**config.mk**
```make
export PLATFORM = sky130hd
export DESIGN_NAME = display_share_scheduler_flat
export DESIGN_NICKNAME = d
export VERILOG_FILES = /design/src/rtl/display_share_scheduler_pkg.sv /design/src/rtl/display_share_scheduler_if.sv /design/src/rtl/display_share_scheduler_rr_arb4.sv /design/src/rtl/display_share_scheduler.sv /design/src/flat_wrapper.sv
export SDC_FILE = /design/constraint.sdc
export NUM_CORES = 1
export LEC_CHECK = 0
export ABC_AREA = 1
export BUFFER_PORTS_ARGS = -buffer_cell sky130_fd_sc_hd__buf_2
export CORE_MARGIN = 1
export CORE_UTILIZATION = 55
export CTS_BUF_LIST = sky130_fd_sc_hd__clkbuf_16
export CTS_CLUSTER_DIAMETER = 60
export CTS_CLUSTER_SIZE = 16
export DETAILED_ROUTE_END_ITERATION = 7
export PLACE_DENSITY_LB_ADDON = 0.15
export SLEW_MARGIN = 20
export SYNTH_ARGS = -nofsm -noshare
export SYNTH_HDL_FRONTEND = slang
export SYNTH_SLANG_ARGS = --single-unit
export TNS_END_PERCENT = 20
```
**constraint.sdc**
```tcl
create_clock -name clk -period 1.95 [get_ports clk]
set_input_delay 0.2925 -clock clk [delete_from_list [all_inputs] [get_ports clk]]
set_output_delay 0.2925 -clock clk [all_outputs]
set_load 0.1 [all_outputs]
```
**src/rtl/display_share_scheduler_pkg.sv**
```systemverilog
// Shared constants and types for the display share scheduler.
// Holds the source count, the FSM state encoding and a one-hot helper.
package disp_pkg;

  localparam int NUM_SRC = 4;
  localparam int SEL_W   = 2;

  typedef enum logic {
    ST_IDLE = 1'b0,
    ST_SHOW = 1'b1
  } state_t;

  function automatic logic [NUM_SRC-1:0] onehot(input logic [SEL_W-1:0] idx);
    logic [NUM_SRC-1:0] v;
    v = '0;
    v[idx] = 1'b1;
    return v;
  endfunction

endpackage

```
**src/rtl/display_share_scheduler_if.sv**
```systemverilog
// Request/grant bundle between the requesting logic and the scheduler.
// master = requester side, slave = scheduler side.
interface display_share_scheduler_if;
  import disp_pkg::*;

  logic [NUM_SRC-1:0] req;
  logic               hold;
  logic [SEL_W-1:0]   s;
  logic [NUM_SRC-1:0] grant;
  logic               blank;
  logic               switch_pulse;

  modport master (
    output req, hold,
    input  s, grant, blank, switch_pulse
  );

  modport slave (
    input  req, hold,
    output s, grant, blank, switch_pulse
  );

endinterface

```
**src/rtl/display_share_scheduler_rr_arb4.sv**
```systemverilog
// Combinational 4-way round-robin arbiter.
// Scans ptr+1, ptr+2, ptr+3, ptr (mod 4) and reports the first requester.
module rr_arb4
  import disp_pkg::*;
(
  input  logic [NUM_SRC-1:0] req,
  input  logic [SEL_W-1:0]   ptr,
  output logic               any,
  output logic [SEL_W-1:0]   win
);

  logic [SEL_W-1:0] cand [NUM_SRC];
  logic [NUM_SRC-1:0] hit;

  genvar gi;
  generate
    for (gi = 0; gi < NUM_SRC; gi++) begin : g_cand
      assign cand[gi] = ptr + SEL_W'(gi + 1);
      assign hit[gi]  = req[cand[gi]];
    end
  endgenerate

  assign any = |req;

  // Walk from lowest priority upward so the earliest hit is the last write.
  always_comb begin
    win = cand[0];
    for (int k = NUM_SRC - 1; k >= 0; k--) begin
      if (hit[k]) win = cand[k];
    end
  end

endmodule

```
**src/rtl/display_share_scheduler.sv**
```systemverilog
// Time-shares one mux/7-segment decoder path between four requesters
// using round-robin arbitration with a programmable dwell time.
module display_share_scheduler
  import disp_pkg::*;
#(
  parameter int DWELL_CYCLES = 50_000_000
) (
  input  logic                        clk,
  input  logic                        reset,
  display_share_scheduler_if.slave    bus
);

  localparam int CNT_W = $clog2(DWELL_CYCLES);
  localparam logic [CNT_W-1:0] CNT_LAST = CNT_W'(DWELL_CYCLES - 1);

  state_t             state_reg, state_next;
  logic [CNT_W-1:0]   count_reg, count_next;
  logic [SEL_W-1:0]   ptr_reg, ptr_next;
  logic [SEL_W-1:0]   s_reg, s_next;
  logic [NUM_SRC-1:0] grant_reg, grant_next;
  logic               blank_reg, blank_next;
  logic               pulse_reg, pulse_next;

  logic               arb_any;
  logic [SEL_W-1:0]   arb_win;
  logic               event_rearb;

  rr_arb4 u_arb (
    .req (bus.req),
    .ptr (ptr_reg),
    .any (arb_any),
    .win (arb_win)
  );

  // A dropped request wins over hold; dwell expiry only counts when not held.
  assign event_rearb = !bus.req[s_reg] || (!bus.hold && (count_reg == CNT_LAST));

  always_ff @(posedge clk or posedge reset) begin
    if (reset) begin
      state_reg <= ST_IDLE;
      count_reg <= '0;
      ptr_reg   <= SEL_W'(NUM_SRC - 1);
      s_reg     <= '0;
      grant_reg <= '0;
      blank_reg <= 1'b1;
      pulse_reg <= 1'b0;
    end else begin
      state_reg <= state_next;
      count_reg <= count_next;
      ptr_reg   <= ptr_next;
      s_reg     <= s_next;
      grant_reg <= grant_next;
      blank_reg <= blank_next;
      pulse_reg <= pulse_next;
    end
  end

  always_comb begin
    state_next = state_reg;
    count_next = count_reg;
    ptr_next   = ptr_reg;
    s_next     = s_reg;
    grant_next = grant_reg;
    blank_next = blank_reg;
    pulse_next = 1'b0;

    case (state_reg)
      ST_IDLE: begin
        if (arb_any) begin
          state_next = ST_SHOW;
          count_next = '0;
          ptr_next   = arb_win;
          s_next     = arb_win;
          grant_next = onehot(arb_win);
          blank_next = 1'b0;
          pulse_next = 1'b1;
        end
      end
      ST_SHOW: begin
        if (event_rearb) begin
          count_next = '0;
          if (!arb_any) begin
            state_next = ST_IDLE;
            grant_next = '0;
            blank_next = 1'b1;
          end else if (arb_win != s_reg) begin
            ptr_next   = arb_win;
            s_next     = arb_win;
            grant_next = onehot(arb_win);
            pulse_next = 1'b1;
          end
          // Otherwise the sole requester is the current one: keep it.
        end else if (!bus.hold) begin
          count_next = count_reg + CNT_W'(1);
        end
      end
      default: begin
        state_next = ST_IDLE;
      end
    endcase
  end

  assign bus.s            = s_reg;
  assign bus.grant        = grant_reg;
  assign bus.blank        = blank_reg;
  assign bus.switch_pulse = pulse_reg;

endmodule

```
**src/flat_wrapper.sv**
```systemverilog
// flat-port wrapper written by rule: the top's interface ports become plain ports
module display_share_scheduler_flat import disp_pkg::*;
#(
  parameter int DWELL_CYCLES = 50_000_000
)
  (clk, reset, bus_req, bus_hold, bus_s, bus_grant, bus_blank, bus_switch_pulse);
  display_share_scheduler_if bus_i ();
  input  logic clk;
  input  logic reset;
  input wire logic [$bits(bus_i.req)-1:0] bus_req;
  input wire logic [$bits(bus_i.hold)-1:0] bus_hold;
  output wire logic [$bits(bus_i.s)-1:0] bus_s;
  output wire logic [$bits(bus_i.grant)-1:0] bus_grant;
  output wire logic [$bits(bus_i.blank)-1:0] bus_blank;
  output wire logic [$bits(bus_i.switch_pulse)-1:0] bus_switch_pulse;
  assign bus_i.req = bus_req;
  assign bus_i.hold = bus_hold;
  assign bus_s = bus_i.s;
  assign bus_grant = bus_i.grant;
  assign bus_blank = bus_i.blank;
  assign bus_switch_pulse = bus_i.switch_pulse;
  display_share_scheduler #(.DWELL_CYCLES(DWELL_CYCLES)) u_core (.clk(clk), .reset(reset), .bus(bus_i));
endmodule
```
After elaboration in Yosys (flattened, before gate mapping)
Cells that the tools add are included.
{"block": "totals", "reg_bits": 37, "input_bits": 7, "out_inout_bits": 8, "elab_cells": 79}
{"block": "op_classes", "addsub": 4, "n_lt_le_gt_ge": 7, "eq_ne": 9, "n_mux": 41, "n_bitwise": 1, "reduce_logical": 10}
{"operator": "$mux 26", "count": 3}
{"operator": "$pmux 26 s2", "count": 1}
{"operator": "$add 26x1->26 const B", "count": 1}
{"operator": "$eq 26x26->1 const B", "count": 1}
{"operator": "$lt 2x3->1 const B", "count": 6}
{"operator": "$mux 2", "count": 8}
{"operator": "$mux 4", "count": 4}
{"operator": "$mux 1", "count": 14}
{"operator": "$bmux 1 s2", "count": 5}
{"operator": "$ne 2x2->1 const B", "count": 4}
{"operator": "$pmux 4 s2", "count": 1}
{"operator": "$ne 3x3->1 const B", "count": 2}
{"operator": "$pmux 1 s2", "count": 3}
{"operator": "$reduce_and 3->1", "count": 2}
{"operator": "$add 2x2->2 const B", "count": 2}
{"operator": "$pmux 2 s2", "count": 1}
{"operator": "$reduce_and 4->1", "count": 1}
{"operator": "$reduce_or 4->1", "count": 1}
{"operator": "$add 2x1->2 const B", "count": 1}
{"operator": "$demux 1 s2", "count": 1}
{"operator": "$ge 2x1->1 const B", "count": 1}
{"operator": "$logic_and 1x1->1", "count": 2}
{"operator": "$logic_not 1->1", "count": 2}
{"operator": "$ne 2x1->1 const B", "count": 1}
{"operator": "4 further kinds", "count": 4}

Logic depth before layout (Yosys ltp)
Gate-level depths: netlist (run 1).
{"block": "logic_depth", "ltp_word": 14, "ltp_mapped": 19, "depth_no_buf": 18}

By module
From an unflattened synthesis (run 1), not the netlist that was laid out.
{"block": "hier_totals", "hier_cells": 393, "area_unflattened_um2": 2591.2}
{"module": "display_share_scheduler", "instances": 1, "cells_per_inst": 347, "area_each_um2": 2381.0, "seq_area_each_um2": 929.6}
{"module": "rr_arb4", "instances": 1, "cells_per_inst": 46, "area_each_um2": 210.2, "seq_area_each_um2": 0.0}

Least setup slack after synthesis (run 1)
No wires, ideal clock.
{"block": "synth_timing", "path_kind": "register to register", "start": "register u_core.s_reg[1], in the netlist u_core.bus.s[1]", "end": "register u_core.count_reg[0]", "setup_time_ps": 126, "arrival_ps": 2068, "required_time_ps": 1824, "setup_slack_ps": -245, "path_stages_with_launch": 13, "path_buffers": 1, "period_less_slack_ps": 2195, "cell_sequence": "dfrtp_1 > inv_1 > a21oi_1 > o21ai_0 > nand2_1 > nand2_4 > inv_4 > nand2_4 > nand2_4 > nand2_8 > buf_8 > nand4_1 > o21ai_0"}
{"block": "synth_via", "elab_chain_cells": 6, "elab_cells_between_ends": 8, "cone_classes": "1 x eq/ne; 4 x mux; 3 x reduce/logical"}
{"element": "start, declared", "line_no": "display_share_scheduler.sv:19", "rtl": "logic [SEL_W-1:0] s_reg, s_next;"}
{"element": "start signal, assigned", "line_no": "display_share_scheduler.sv:51", "rtl": "s_reg <= s_next;"}
{"element": "$bmux 1 s2 *", "line_no": "display_share_scheduler.sv:36", "rtl": "assign event_rearb = !bus.req[s_reg] || (!bus.hold && (count_reg == CNT_LAST));"}
{"element": "$mux 1 (implied by the code) *", "line_no": "display_share_scheduler.sv:36"}
{"element": "$logic_not 1->1 *", "line_no": "display_share_scheduler.sv:36"}
{"element": "$logic_or 1x1->1 *", "line_no": "display_share_scheduler.sv:36"}
{"element": "$mux 26 or $ne 3x3->1 (tied branches)"}
{"element": "$pmux 26 s2 or $reduce_and 2->1 (tied branches)"}
{"element": "end signal, assigned", "line_no": "display_share_scheduler.sv:49", "rtl": "count_reg <= count_next;"}
{"element": "end, declared", "line_no": "display_share_scheduler.sv:17", "rtl": "logic [CNT_W-1:0] count_reg, count_next;"}
Every way passes the cells marked *; elsewhere a longest branch is shown, timed or not. The select of a mux whose other input is x is not followed.
A chain may end at the register's enable or synchronous reset.

Worst setup path after layout (run 1)
{"block": "layout_timing", "start": "register u_core.ptr_reg[0]", "end": "register u_core.s_reg[1], in the netlist u_core.bus.s[1]"}
{"block": "layout_via", "elab_chain_cells": 10, "elab_cells_between_ends": 23, "cone_classes": "3 x add/sub; 2 x eq/ne; 17 x mux; 1 x reduce/logical"}
{"element": "start, declared", "line_no": "display_share_scheduler.sv:18", "rtl": "logic [SEL_W-1:0] ptr_reg, ptr_next;"}
{"element": "start signal, assigned", "line_no": "display_share_scheduler.sv:42", "rtl": "ptr_reg <= SEL_W'(NUM_SRC - 1);"}
{"element": "start signal, assigned", "line_no": "display_share_scheduler.sv:50", "rtl": "ptr_reg <= ptr_next;"}
{"element": "$add 2x2->2 or $bmux 1 s2 (tied branches)", "line_no": "display_share_scheduler_rr_arb4.sv:18, display_share_scheduler_rr_arb4.sv:19"}
{"element": "$bmux 1 s2 or $mux 1 (tied branches)", "line_no": "display_share_scheduler_rr_arb4.sv:19", "rtl": "assign hit[gi] = req[cand[gi]];"}
{"element": "$mux 1 (implied by the code) or $mux 2 (tied branches)", "line_no": "display_share_scheduler_rr_arb4.sv:19, display_share_scheduler_rr_arb4.sv:29"}
{"element": "$mux 2 (2 in series)", "line_no": "display_share_scheduler_rr_arb4.sv:29", "rtl": "if (hit[k]) win = cand[k];"}
{"element": "$mux 2 *", "line_no": "display_share_scheduler_rr_arb4.sv:29"}
{"element": "$mux 2", "line_no": "display_share_scheduler.sv:86", "rtl": "end else if (arb_win != s_reg) begin"}
{"element": "$mux 2", "line_no": "display_share_scheduler.sv:82", "rtl": "if (!arb_any) begin"}
{"element": "$mux 2", "line_no": "display_share_scheduler.sv:80", "rtl": "if (event_rearb) begin"}
{"element": "$pmux 2 s2", "line_no": "display_share_scheduler.sv:67", "rtl": "case (state_reg)"}
Marked as above.

==> results of run 1 <==
[area by class of cell]
type	count	area, sq um	area share
Inverter	47	181	0.0562
Tap cell	52	65.1	0.0201
Multi-Input combinational cell	276	1520	0.469
Clock inverter	3	65.1	0.0201
Timing Repair Buffer	49	344	0.107
Sequential cell	37	933	0.289
Clock buffer	5	125	0.0387
[layout by cell type, fill, tap and decap left out, drive strengths merged]
cell	synthesis	routed
xor2	17	17
buf	6	49
nor3	18	18
nor4	4	4
nand2	119	119
o21ai	19	19
xnor2	2	2
clkinv	0	1
nand3	31	31
nand4	13	13
o21bai	1	1
ha	1	1
o31ai	1	1
dfrtp	34	34
a21oi	5	5
dfstp	3	3
inv	47	47
bufinv	0	2
clkbuf	1	5
nor2	45	45
[metrics by stage]
step / power [mW] / utilization / TNS [ns] / instances
after floorplan: 2.79 / - / 0 / 367
after global placement: 3.24 / 0.638 / -0.0107 / 451
after global routing: 5.21 / 0.732 / -1.38 / 469
after CTS: 4.46 / 0.690 / 0 / 462
final: 4.94 / 0.732 / -0.291 / 469
after detailed placement: 3.28 / 0.638 / -0.330 / 451
[cells in the mapped netlist]
cell type,n
sky130_fd_sc_hd__nor4_1,3
sky130_fd_sc_hd__xor2_1,17
sky130_fd_sc_hd__buf_8,1
sky130_fd_sc_hd__a21oi_2,1
sky130_fd_sc_hd__inv_1,42
sky130_fd_sc_hd__buf_2,2
sky130_fd_sc_hd__nand4_1,12
sky130_fd_sc_hd__nor3_1,18
sky130_fd_sc_hd__o31ai_1,1
sky130_fd_sc_hd__nor2_4,1
sky130_fd_sc_hd__o21ai_1,7
sky130_fd_sc_hd__nor2_1,43
sky130_fd_sc_hd__nand3_1,30
sky130_fd_sc_hd__clkbuf_1,1
sky130_fd_sc_hd__nand2_8,1
sky130_fd_sc_hd__dfstp_2,3
sky130_fd_sc_hd__nand2_4,4
sky130_fd_sc_hd__nand2_2,6
sky130_fd_sc_hd__nand3_2,1
sky130_fd_sc_hd__ha_1,1
sky130_fd_sc_hd__xnor2_1,2
sky130_fd_sc_hd__dfrtp_1,34
sky130_fd_sc_hd__o21ai_0,12
sky130_fd_sc_hd__nand2_1,108
sky130_fd_sc_hd__nor4_4,1
sky130_fd_sc_hd__inv_2,4
sky130_fd_sc_hd__nor2_2,1
sky130_fd_sc_hd__buf_6,3
sky130_fd_sc_hd__o21bai_1,1
sky130_fd_sc_hd__inv_4,1
sky130_fd_sc_hd__a21oi_1,4
sky130_fd_sc_hd__nand4_2,1
[cells by family (layout without fill, tap and decap cells)]
group / count (synthesis) / in the layout / share of synthesized area
adder cells (fa/ha/maj): 1 / 1 / 0.00490
flip-flops: 37 / 37 / 0.364
AND/OR/NAND/NOR: 230 / 230 / 0.417
AO/OA/AOI/OAI: 26 / 26 / 0.0544
XOR/XNOR: 19 / 19 / 0.0652
buffers and inverters: 54 / 104 / 0.0946
[timing repair]
| item | in CTS | in global routing |
|---|---|---|
| setup buffers | 3 | 7 |
| setup endpoints to repair | 8 | 18 |
| pin swaps | 1 | 12 |
| resized for setup | 6 | 41 |
[power by group]
group | switching (mW) | internal, mW
Clock | 0.331 | 0.731
Combinational | 1.89 | 0.936
Sequential | 0.128 | 0.917
[metal layers]
layer	wire, microns	GRT usage	vias up
met5	0	0	-
met4	365	0.149	0
met3	313	0.0534	42
met2	3430	0.498	100
met1	3000	0.366	1231
li1	-	-	1273
[how the worst max path moves through the flow]
stage,startpoint,endpoint,slack [ns]
finish,u_core.ptr_reg[0],u_core.bus.s[1],-0.06
global route,u_core.ptr_reg[0],u_core.bus.s[0],-0.18
CTS,u_core.ptr_reg[0],u_core.bus.s[1],0.03
detailed placement,u_core.ptr_reg[0],u_core.bus.s[0],-0.07
global placement,u_core.ptr_reg[0],u_core.bus.s[0],-0.01
floorplan,u_core.bus.s[1],u_core.count_reg[0],0.08
==> results.json, run 1 <==
{
  "h-tree-depth": 2,
  "largest_register_ff_count": 26,
  "grt_pass1_vias": 2460,
  "setup.reg_to_reg.worst_slack_ns": -0.06,
  "hpwlAfterDp_mm": 4.96,
  "worstSetupEndpointType": "register",
  "detail_route.wl_per_cell_microns": 15.2,
  "crit_path_max_fanout": 6,
  "r2r_end": "u_core.bus.s[1]",
  "grt_pass1_wl_mm": 11.3,
  "drc": 0,
  "detail_route.wirelength_mm": 7.11,
  "initial_antenna_violation_count": 0,
  "final.hold.worst_slack_ns": 0.0218,
  "vdd_ir_drop_max_mv": 1.90,
  "minimum_clock_period_after_layout_ns": 2.01,
  "dpl-instance-area_sq_mm": 0.00282,
  "cts_inserted_buffers": 5,
  "outcome": "finished with violations",
  "cp.arrival_ns": 2.18,
  "first_pass_iteration_count_of_the_detailed_router": 5,
  "finalSetupViolCount": 9,
  "critPathLaunchType": "register",
  "detail_route.vias_per_cell": 5.64,
  "portBuffers": 14,
  "core_area_sq_mm": 0.00441,
  "yosysTopAreaCellShare": 0.333,
  "chipHeight_microns": 70.1,
  "tritoncts": "yes",
  "ctsRootBufferMaster": "sky130_fd_sc_hd__clkbuf_16",
  "reg2reg_depth": 15,
  "critical-path-slowest-cell": "sky130_fd_sc_hd__dfstp_2",
  "cp.buffers_inverters": 2,
  "hold_path_class": "in2async",
  "critical_path_class": "reg2reg",
  "relSlewSlack": 0.672,
  "unrepaired_setup_endpoints_after_global_routing": "true",
  "holdBufCountCts": 0,
  "n_antenna_cell": 0,
  "syn-instance-count": 367,
  "num_vias": 2646,
  "count_of_pins_over_their_slew_limit": 0,
  "synth.ff_latch_count": 37,
  "synth.cell_area_sq_mm": 0.00255,
  "post_route_cells_drive_above_1_share": 0.283,
  "num_rows": 24,
  "seq_area_frac_synth": 0.364,
  "max_clock_freq_mhz": 497,
  "post-route-worst-setup-slack_ns": -0.0605,
  "detail_route.iter0.violations": 209,
  "cp_most_frequent_cell": "sky130_fd_sc_hd__nand2_2",
  "grt_total_usage": 0.297,
  "worst_skew_pair.late_latency_ns": 0.29,
  "violations": "negative setup slack",
  "tightestPinTransition_ns": 0.492,
  "routabilityCongestion": 0.987,
  "drt.antenna.violating_nets": 0,
  "grt_max_degree": 15,
  "finalHoldViolations": 0,
  "layout_worst_path_cycle_share": 1.03,
  "timing.critical_path.max_delay_family": "simple AND/OR/NAND/NOR gates",
  "clk_transition_reported_paths_ns": 0.06,
  "p_per_area_mw_per_mm2": 1530,
  "layout-area-overhead-vs-synth_pct": 26.5,
  "synth_cell_types": 32,
  "fillers": 344,
  "drv.max_cap_violation_count": 0,
  "clock-sinks": 37,
  "die_width_microns": 70.1,
  "post-place-ws_ns": -0.0708,
  "yosys_warnings": 0,
  "synth.largest_area_cell": "sky130_fd_sc_hd__dfrtp_1",
  "fin_clk_skew_ns": 0.00578,
  "worstPathRequired_ns": 2.12,
  "synth_area_per_cell_sq_um": 6.96,
  "cts.path.max_buffers": 2,
  "final_net_count": 424,
  "critical_path_depth": 15,
  "number_of_nets_produced_by_synthesis": 375,
  "crit_chain": "inv_4 -> nand2_2 -> nand2_2 -> o21ai_1 -> inv_1 -> nand2_2 -> nand2_1 -> nand2_1 -> nand3_1 -> nand2_2 -> nand2_2 -> nand2_4 -> nand2_4 -> nand2_2 -> nand2_2",
  "synthTopCellsByArea": "sky130_fd_sc_hd__dfrtp_1 33%, sky130_fd_sc_hd__nand2_1 16%, sky130_fd_sc_hd__nor2_1 6.3%, sky130_fd_sc_hd__inv_1 6.2%, sky130_fd_sc_hd__nand3_1 5.9%",
  "leakagePower_nw": 1.52,
  "critical_path.reg2reg.startpoint": "u_core.ptr_reg[0]",
  "critPathMaxStageDelay_ns": 0.62,
  "initial_utilization": 0.579,
  "area_enclosed_by_the_die_boundary_sq_mm": 0.00492,
  "fin_area_sq_mm": 0.00323,
  "grt.overflow.total": 0,
  "pin_count": 15
}
No activity file was read; power rests on OpenSTA's default activity.
==> run 2, diff against run 1 <==
--- a/config.mk
+++ b/config.mk
@@ -17,5 +17,6 @@
 export SLEW_MARGIN = 20
 export SYNTH_ARGS = -nofsm -noshare
 export SYNTH_HDL_FRONTEND = slang
+export SYNTH_HIERARCHICAL = 1
 export SYNTH_SLANG_ARGS = --single-unit
 export TNS_END_PERCENT = 20
==> run 2 against run 1 <==
Critical path depth is 2 higher. Sequential power about the same. The run ends with design-rule violations, negative setup slack left. Largest cell class unchanged. Register-to-register slack worse by 0.17 ns. Die area grew 1.4%. Fmax down 7.8%. Synthesized cell count increased by 7.1%.
==> results.json, run 2 <==
{
  "drt.antenna.violating_nets": 0,
  "chipHeight_microns": 70.6,
  "detail_route.wirelength_mm": 6.43,
  "tritoncts": "yes",
  "wl_met3_microns": 361,
  "switching_share_of_total_power": 0.492,
  "worstPathRequired_ns": 2.12,
  "pin_count": 15,
  "max_clock_freq_mhz": 459,
  "minimum_clock_period_after_layout_ns": 2.18,
  "core_area_sq_mm": 0.00444,
  "detail_route.iter0.violations": 156,
  "routabilityCongestion": 0.876,
  "wl_met1_mm": 2.90,
  "synth.cell_area_sq_mm": 0.00259,
  "ys.flop_type": "sky130_fd_sc_hd__dfrtp_1",
  "synth_area_per_cell_sq_um": 6.59,
  "crit_path_max_fanout": 5,
  "seqPwrFrac": 0.213,
  "drc": 2,
  "layout.core_utilization": 0.709,
  "power_frac_clock": 0.182,
  "post_route_cells_drive_above_1_share": 0.223,
  "detail_route.vias_per_cell": 5.20,
  "design_power_mw": 4.92,
  "number_of_enable_flip_flop_cells_after_synthesis": 0,
  "critPathLaunchType": "register",
  "tightestPinTransition_ns": 0.488,
  "outcome": "finished with violations",
  "synth.mux.area_fraction": 0,
  "cp.arrival_ns": 2.35,
  "final.hold.worst_slack_ns": 0.385,
  "final_net_count": 438,
  "layout_worst_path_cycle_share": 1.12,
  "largest_register_ff_count": 26,
  "relSlewSlack": 0.677,
  "clk_transition_reported_paths_ns": 0.06,
  "syn-instance-count": 393,
  "yosys-top-cells-count": "161 x sky130_fd_sc_hd__nand2_1, 40 x sky130_fd_sc_hd__inv_1, 40 x sky130_fd_sc_hd__nor2_1",
  "grt.overflow.total": 0,
  "synthTopCellsByArea": "sky130_fd_sc_hd__dfrtp_1 33%, sky130_fd_sc_hd__nand2_1 23%, sky130_fd_sc_hd__inv_1 5.8%, sky130_fd_sc_hd__nor2_1 5.8%, sky130_fd_sc_hd__nand3_1 5.6%",
  "num_vias": 2513,
  "worst_skew_pair.late_latency_ns": 0.28,
  "leakagePower_nw": 1.51,
  "fin_clk_skew_ns": 0.00873,
  "mostFrequentLayoutCell": "sky130_fd_sc_hd__nand2_1",
  "drv.max_cap_violation_count": 0,
  "combPwrFrac": 0.605,
  "yosys_warnings": 6,
  "final.setup.tns_ns": -1.70,
  "cellInternalPower_mw": 2.50,
  "h-tree-depth": 2,
  "hpwlAfterDp_mm": 4.40,
  "p_per_area_mw_per_mm2": 1560,
  "synth.largest_area_cell": "sky130_fd_sc_hd__dfrtp_1",
  "async_reset_ff_frac": 1.00,
  "fillers": 351,
  "grt_pass1_wl_mm": 10.3,
  "n_antenna_cell": 0,
  "initial_utilization": 0.583,
  "seq_area_frac_synth": 0.359,
  "vdd_ir_drop_max_mv": 1.43,
  "maxUsedRoutingLayer": "met4",
  "synth_xor_xnor_area_share": 0.0541,
  "synthSimpleGateAreaFrac": 0.444,
  "post-route-worst-setup-slack_ns": -0.230,
  "yosysTopAreaCellShare": 0.328,
  "ctsRootBufferMaster": "sky130_fd_sc_hd__clkbuf_16",
  "hold_path_class": "in2reg",
  "finalSetupViolCount": 9,
  "synth_cell_types": 29,
  "detail_route.wl_per_cell_microns": 13.3,
  "critical_path_class": "reg2reg",
  "cts.path.max_buffers": 2,
  "complex_gate_fraction_of_the_synthesized_area": 0.0502,
  "portBuffers": 14,
  "grt_max_degree": 30,
  "grt_total_usage": 0.264,
  "mostFrequentLayoutCells": "148 x sky130_fd_sc_hd__nand2_1, 40 x sky130_fd_sc_hd__nor2_1, 38 x sky130_fd_sc_hd__inv_1",
  "detailroute.wirelength.met2_mm": 3.06,
  "first_pass_iteration_count_of_the_detailed_router": 7,
  "die_width_microns": 70.6,
  "num_rows": 24,
  "unrepaired_setup_endpoints_after_global_routing": "true",
  "cts_inserted_buffers": 5,
  "number_of_nets_produced_by_synthesis": 401,
  "synth_fa_ha_area_frac": 0.00483,
  "finalHoldViolations": 0,
  "synth.ff_latch_count": 37,
  "violations": "design-rule violations, negative setup slack",
  "worstSetupEndpointType": "register",
  "area_enclosed_by_the_die_boundary_sq_mm": 0.00499,
  "leading_cell_type_by_number_of_instances_after_synthesis": "sky130_fd_sc_hd__nand2_1",
  "main_combinational_cell_family_by_area_after_synthesis": "simple AND/OR/NAND/NOR gates",
  "grt_pass1_vias": 2254,
  "clock-sinks": 37,
  "count_of_pins_over_their_slew_limit": 0,
  "layout-area-overhead-vs-synth_pct": 21.6,
  "switchingPower_mw": 2.42,
  "initial_antenna_violation_count": 0
}
run 2: cell types whose count changed in the layout (fill, tap and decap cells not counted), moves of 4 or more:
cell / delta
sky130_fd_sc_hd__buf_4: -14
sky130_fd_sc_hd__nand2_1: +61
sky130_fd_sc_hd__nand2_2: -7
sky130_fd_sc_hd__nand2_4: -4
sky130_fd_sc_hd__nand4_1: -4
sky130_fd_sc_hd__nor2_2: +4
sky130_fd_sc_hd__nor3_1: -14
sky130_fd_sc_hd__o21ai_0: -5
sky130_fd_sc_hd__o21ai_1: +5
sky130_fd_sc_hd__xnor2_1: +4
sky130_fd_sc_hd__xor2_1: -10
run 2: layout make-up:
class,instances,area (sq um),share of cell area
clock buffer,5,125,0.0397
clock inverter,3,37.5,0.0119
inverter,45,176,0.0560
multi-input combinational,305,1550,0.493
sequential,37,930,0.295
tap,52,65.1,0.0207
timing repair buffer,36,263,0.0834
run 2: stage by stage:
step           setup WS (ns)  cell area [sq um]  instances
2_1_floorplan        -0.0128               2590        393
3_3_place_gp         -0.0927               2780        466
3_5_place_dp          -0.169               2780        466
4_1_cts               -0.131               3010        479
5_1_grt               -0.362               3150        483
6_report              -0.230               3150        483
run 2: power by group through the flow:
stage	sequential (mW)	combinational [mW]	clock (mW)
after floorplan	1.53	1.35	0
after global placement	1.06	2.29	0
after detailed placement	1.06	2.34	0
after CTS	1.03	2.54	0.911
after global routing	1.06	3.24	0.934
final	1.05	2.98	0.896
run 2: cells by family after synthesis:
kind of cell / after synthesis
adders and majority gates: 1
xor gates and xnor gates: 16
buffers and inverters: 51
AOI/OAI and AO/OA: 24
DFF: 37
and+or+nand+nor: 264
run 2: worst max-delay path, stage by stage (launching register included):
cell and delay [ns]:
sky130_fd_sc_hd__dfstp_2 0.57, sky130_fd_sc_hd__buf_4 0.16, sky130_fd_sc_hd__nand2_1 0.08, sky130_fd_sc_hd__nand2_2 0.11, sky130_fd_sc_hd__nand2_1 0.06, sky130_fd_sc_hd__nand3_1 0.07, sky130_fd_sc_hd__nand3_1 0.07, sky130_fd_sc_hd__nand2_1 0.06
sky130_fd_sc_hd__nand2_1 0.06, sky130_fd_sc_hd__nand2_2 0.09, sky130_fd_sc_hd__xor2_2 0.19, sky130_fd_sc_hd__nor2_1 0.07, sky130_fd_sc_hd__nand3_1 0.06, sky130_fd_sc_hd__nand2_1 0.07, sky130_fd_sc_hd__inv_2 0.12, sky130_fd_sc_hd__nand2_4 0.08
sky130_fd_sc_hd__nand2_2 0.09, sky130_fd_sc_hd__nand2_2 0.05
run 2: what timing repair did:
item / CTS / global route
setup endpoints to repair: 9 / 9
gates resized for setup: 6 / 28
buffers inserted: 4 / 4
pin swaps: 5 / 9
endpoints found under the hold margin: 6 / 0
hold buffers: 1 / 0
run 2: path summary, 6_finish.rpt:
check,depth (start not counted),end,startpoint,slack [ns]
setup / recovery,17,u_core/bus.grant[2],u_core/ptr_reg[0],-0.23
hold / removal,4,u_core/count_reg[19],bus_hold,0.39
setup reg to reg,17,u_core/bus.grant[2],u_core/ptr_reg[0],-0.23
hold reg to reg,2,u_core/bus.grant[0],u_core/bus.grant[0],0.47
max in group asynchronous,4,u_core/ptr_reg[1],reset,0.85
min in group asynchronous,3,u_core/bus.s[0],reset,0.54
run 2: per-layer routing:
metal / vias up / GRT usage
li1: 1297 / -
met1: 1137 / 0.369
met2: 68 / 0.421
met3: 11 / 0.0470
met4: 0 / 0.0867
met5: - / 0
==> run 3, diff against run 2 <==
--- a/config.mk
+++ b/config.mk
@@ -13,6 +13,7 @@
 export CTS_CLUSTER_DIAMETER = 60
 export CTS_CLUSTER_SIZE = 16
 export DETAILED_ROUTE_END_ITERATION = 7
+export MAX_ROUTING_LAYER = met4
 export PLACE_DENSITY_LB_ADDON = 0.15
 export SLEW_MARGIN = 20
 export SYNTH_ARGS = -nofsm -noshare
==> run 3 against run 2 <==
The flow still finishes with violations (design-rule violations, negative setup slack). Worst hold slack improved by 0.0033 ns. First-iteration DRC count is 20% higher. Clock-buffer cell count unchanged. Register-to-register slack hardly changed. Critical endpoint unchanged. Setup slack better by 0.0049 ns. Routed wire length decreased by 0.75%.
==> results.json, run 3 (synthesized netlist as in run 2, its figures left out) <==
{
  "detail_route.iter0.violations": 187,
  "fin_area_sq_mm": 0.00315,
  "grt_util_met1": 0.369,
  "detail_route.wl_per_cell_microns": 13.2,
  "hpwlAfterDp_mm": 4.40,
  "clk_transition_reported_paths_ns": 0.06,
  "unrepaired_setup_endpoints_after_global_routing": "true",
  "worstPathRequired_ns": 2.12,
  "critPathLaunchType": "register",
  "n_antenna_cell": 0,
  "num_vias": 2496,
  "use_met3": 0.0470,
  "critical_path_depth": 19,
  "hold_path_class": "in2reg",
  "setup.reg_to_reg.worst_slack_ns": -0.23,
  "cts.path.max_buffers": 2,
  "initial_antenna_violation_count": 0,
  "layout-area-overhead-vs-synth_pct": 21.6,
  "r2r_end": "u_core/bus.grant[2]",
  "cp.arrival_ns": 2.34,
  "initial_utilization": 0.583,
  "worstSetupEndpointType": "register",
  "clock-sinks": 37,
  "leakagePower_nw": 1.51,
  "worst_skew_pair.late_latency_ns": 0.28,
  "grt_pass1_vias": 2258,
  "met2_usage_in_global_routing": 0.422,
  "core_area_sq_mm": 0.00444,
  "grt_total_usage": 0.273,
  "fin_clk_skew_ns": 0.00792,
  "violations": "design-rule violations, negative setup slack",
  "layout.core_utilization": 0.709,
  "minimum_clock_period_after_layout_ns": 2.18,
  "finalHoldViolations": 0,
  "tritoncts": "yes",
  "worstHoldStart": "bus_hold",
  "detail_route.wirelength_mm": 6.38,
  "drc": 2,
  "whs_endpoint": "u_core/count_reg[19]",
  "max_clock_freq_mhz": 460,
  "crit_chain": "buf_12 -> inv_8 -> nand2_4 -> nand3_2 -> nand2_2 -> nand3_2 -> nand2_2 -> nand2_1 -> nand2_1 -> nand2_1 -> inv_2 -> xor2_2 -> nor2_1 -> nand3_1 -> nand2_1 -> inv_2 -> nand2_4 -> nand2_2 -> nand2_2",
  "portBuffers": 14,
  "hold_path_depth": 4,
  "finalSetupViolCount": 9,
  "fillers": 351,
  "critical-path-slowest-cell": "sky130_fd_sc_hd__dfstp_2",
  "grt_max_degree": 30,
  "layout_worst_path_cycle_share": 1.12,
  "reg2reg_depth": 19,
  "multi_input_comb_area_sq_mm": 0.00155,
  "crit_path_max_fanout": 5,
  "pin_count": 15,
  "h-tree-depth": 2,
  "vdd_ir_drop_max_mv": 1.42,
  "timing.critical_path.max_delay_family": "simple AND/OR/NAND/NOR gates",
  "area_enclosed_by_the_die_boundary_sq_mm": 0.00499,
  "chipHeight_microns": 70.6,
  "final_net_count": 438,
  "post-route-worst-setup-slack_ns": -0.225,
  "critical_path_class": "reg2reg",
  "grt_busiest_layer": "met2",
  "largest_register_ff_count": 26,
  "die_width_microns": 70.6,
  "outcome": "finished with violations",
  "relSlewSlack": 0.677,
  "drt.antenna.violating_nets": 0,
  "num_rows": 24,
  "routabilityCongestion": 0.891,
  "ctsRootBufferMaster": "sky130_fd_sc_hd__clkbuf_16",
  "drv.max_cap_violation_count": 0,
  "sequential_cell_area_sq_um": 930,
  "p_per_area_mw_per_mm2": 1560,
  "mostFrequentLayoutCell": "sky130_fd_sc_hd__nand2_1",
  "first_pass_iteration_count_of_the_detailed_router": 6,
  "grt.overflow.total": 0,
  "critPathMaxStageDelay_ns": 0.57,
  "dpl-instance-area_sq_mm": 0.00278,
  "count_of_pins_over_their_slew_limit": 0,
  "post-place-ws_ns": -0.169,
  "post_route_cells_drive_above_1_share": 0.223,
  "cts_inserted_buffers": 5,
  "grt_pass1_wl_mm": 10.3,
  "detail_route.vias_per_cell": 5.17,
  "mostFrequentLayoutCells": "148 x sky130_fd_sc_hd__nand2_1, 40 x sky130_fd_sc_hd__nor2_1, 38 x sky130_fd_sc_hd__inv_1",
  "tightestPinTransition_ns": 0.488,
  "critical_path.reg2reg.startpoint": "u_core/ptr_reg[0]",
  "cp.buffers_inverters": 4
}
## run 3: what timing repair did
item                                   in CTS  in global routing
pin swaps                                   5                  9
hold buffers                                1                  0
gates resized for setup                     6                 28
setup endpoints to repair                   9                  9
buffers inserted                            4                  4
endpoints found under the hold margin       6                  0
## run 3: power breakdown
group	total (mW)	switching (mW)	internal, mW
registers	1.05	0.125	0.922
clock network	0.895	0.302	0.594
logic	2.96	1.98	0.985
total	4.90	2.40	2.50
## run 3: layout make-up
| class | count | area share |
|---|---|---|
| Clock inverter | 3 | 0.0119 |
| Inverter | 45 | 0.0560 |
| Multi-Input combinational cell | 305 | 0.493 |
| Clock buffer | 5 | 0.0397 |
| Sequential cell | 37 | 0.295 |
| Tap cell | 52 | 0.0207 |
| Timing Repair Buffer | 36 | 0.0834 |
## run 3: metal layers
layer  part of all wire  routed length [microns]
met5                  0                        0
met4              0.016                      104
met3              0.058                      371
met1               0.45                     2860
met2               0.48                     3040
## run 3: worst max-delay path by stage
stage	start	end	slack, ns
final	u_core/ptr_reg[0]	u_core/bus.grant[2]	-0.23
after detailed placement	u_core/ptr_reg[0]	u_core/bus.grant[2]	-0.17
after global routing	u_core/ptr_reg[0]	u_core/bus.grant[2]	-0.36
after floorplan	u_core/ptr_reg[0]	u_core/bus.s[0]	-0.01
after CTS	u_core/ptr_reg[0]	u_core/bus.grant[2]	-0.13
after global placement	u_core/ptr_reg[0]	u_core/bus.grant[1]	-0.09
## run 3: metrics by stage
stage / power, mW / setup TNS [ns] / hold slack (ns) / cells
floorplan: 2.88 / -0.0665 / 0.451 / 393
global placement: 3.35 / -0.669 / 0.284 / 466
detailed placement: 3.40 / -1.17 / 0.297 / 466
CTS: 4.48 / -0.946 / 0.388 / 479
global route: 5.23 / -2.83 / 0.415 / 483
finish: 4.90 / -1.62 / 0.388 / 483
## run 3: worst register-to-register path, stage by stage, from the launching register on
cell	delay, ns
sky130_fd_sc_hd__dfstp_2	0.57
sky130_fd_sc_hd__buf_12	0.13
sky130_fd_sc_hd__inv_8	0.04
sky130_fd_sc_hd__nand2_4	0.06
sky130_fd_sc_hd__nand3_2	0.08
sky130_fd_sc_hd__nand2_2	0.08
sky130_fd_sc_hd__nand3_2	0.08
sky130_fd_sc_hd__nand2_2	0.07
sky130_fd_sc_hd__nand2_1	0.05
sky130_fd_sc_hd__nand2_1	0.05
sky130_fd_sc_hd__nand2_1	0.05
sky130_fd_sc_hd__inv_2	0.07
sky130_fd_sc_hd__xor2_2	0.18
sky130_fd_sc_hd__nor2_1	0.08
sky130_fd_sc_hd__nand3_1	0.06
sky130_fd_sc_hd__nand2_1	0.07
sky130_fd_sc_hd__inv_2	0.12
sky130_fd_sc_hd__nand2_4	0.08
sky130_fd_sc_hd__nand2_2	0.09
sky130_fd_sc_hd__nand2_2	0.05
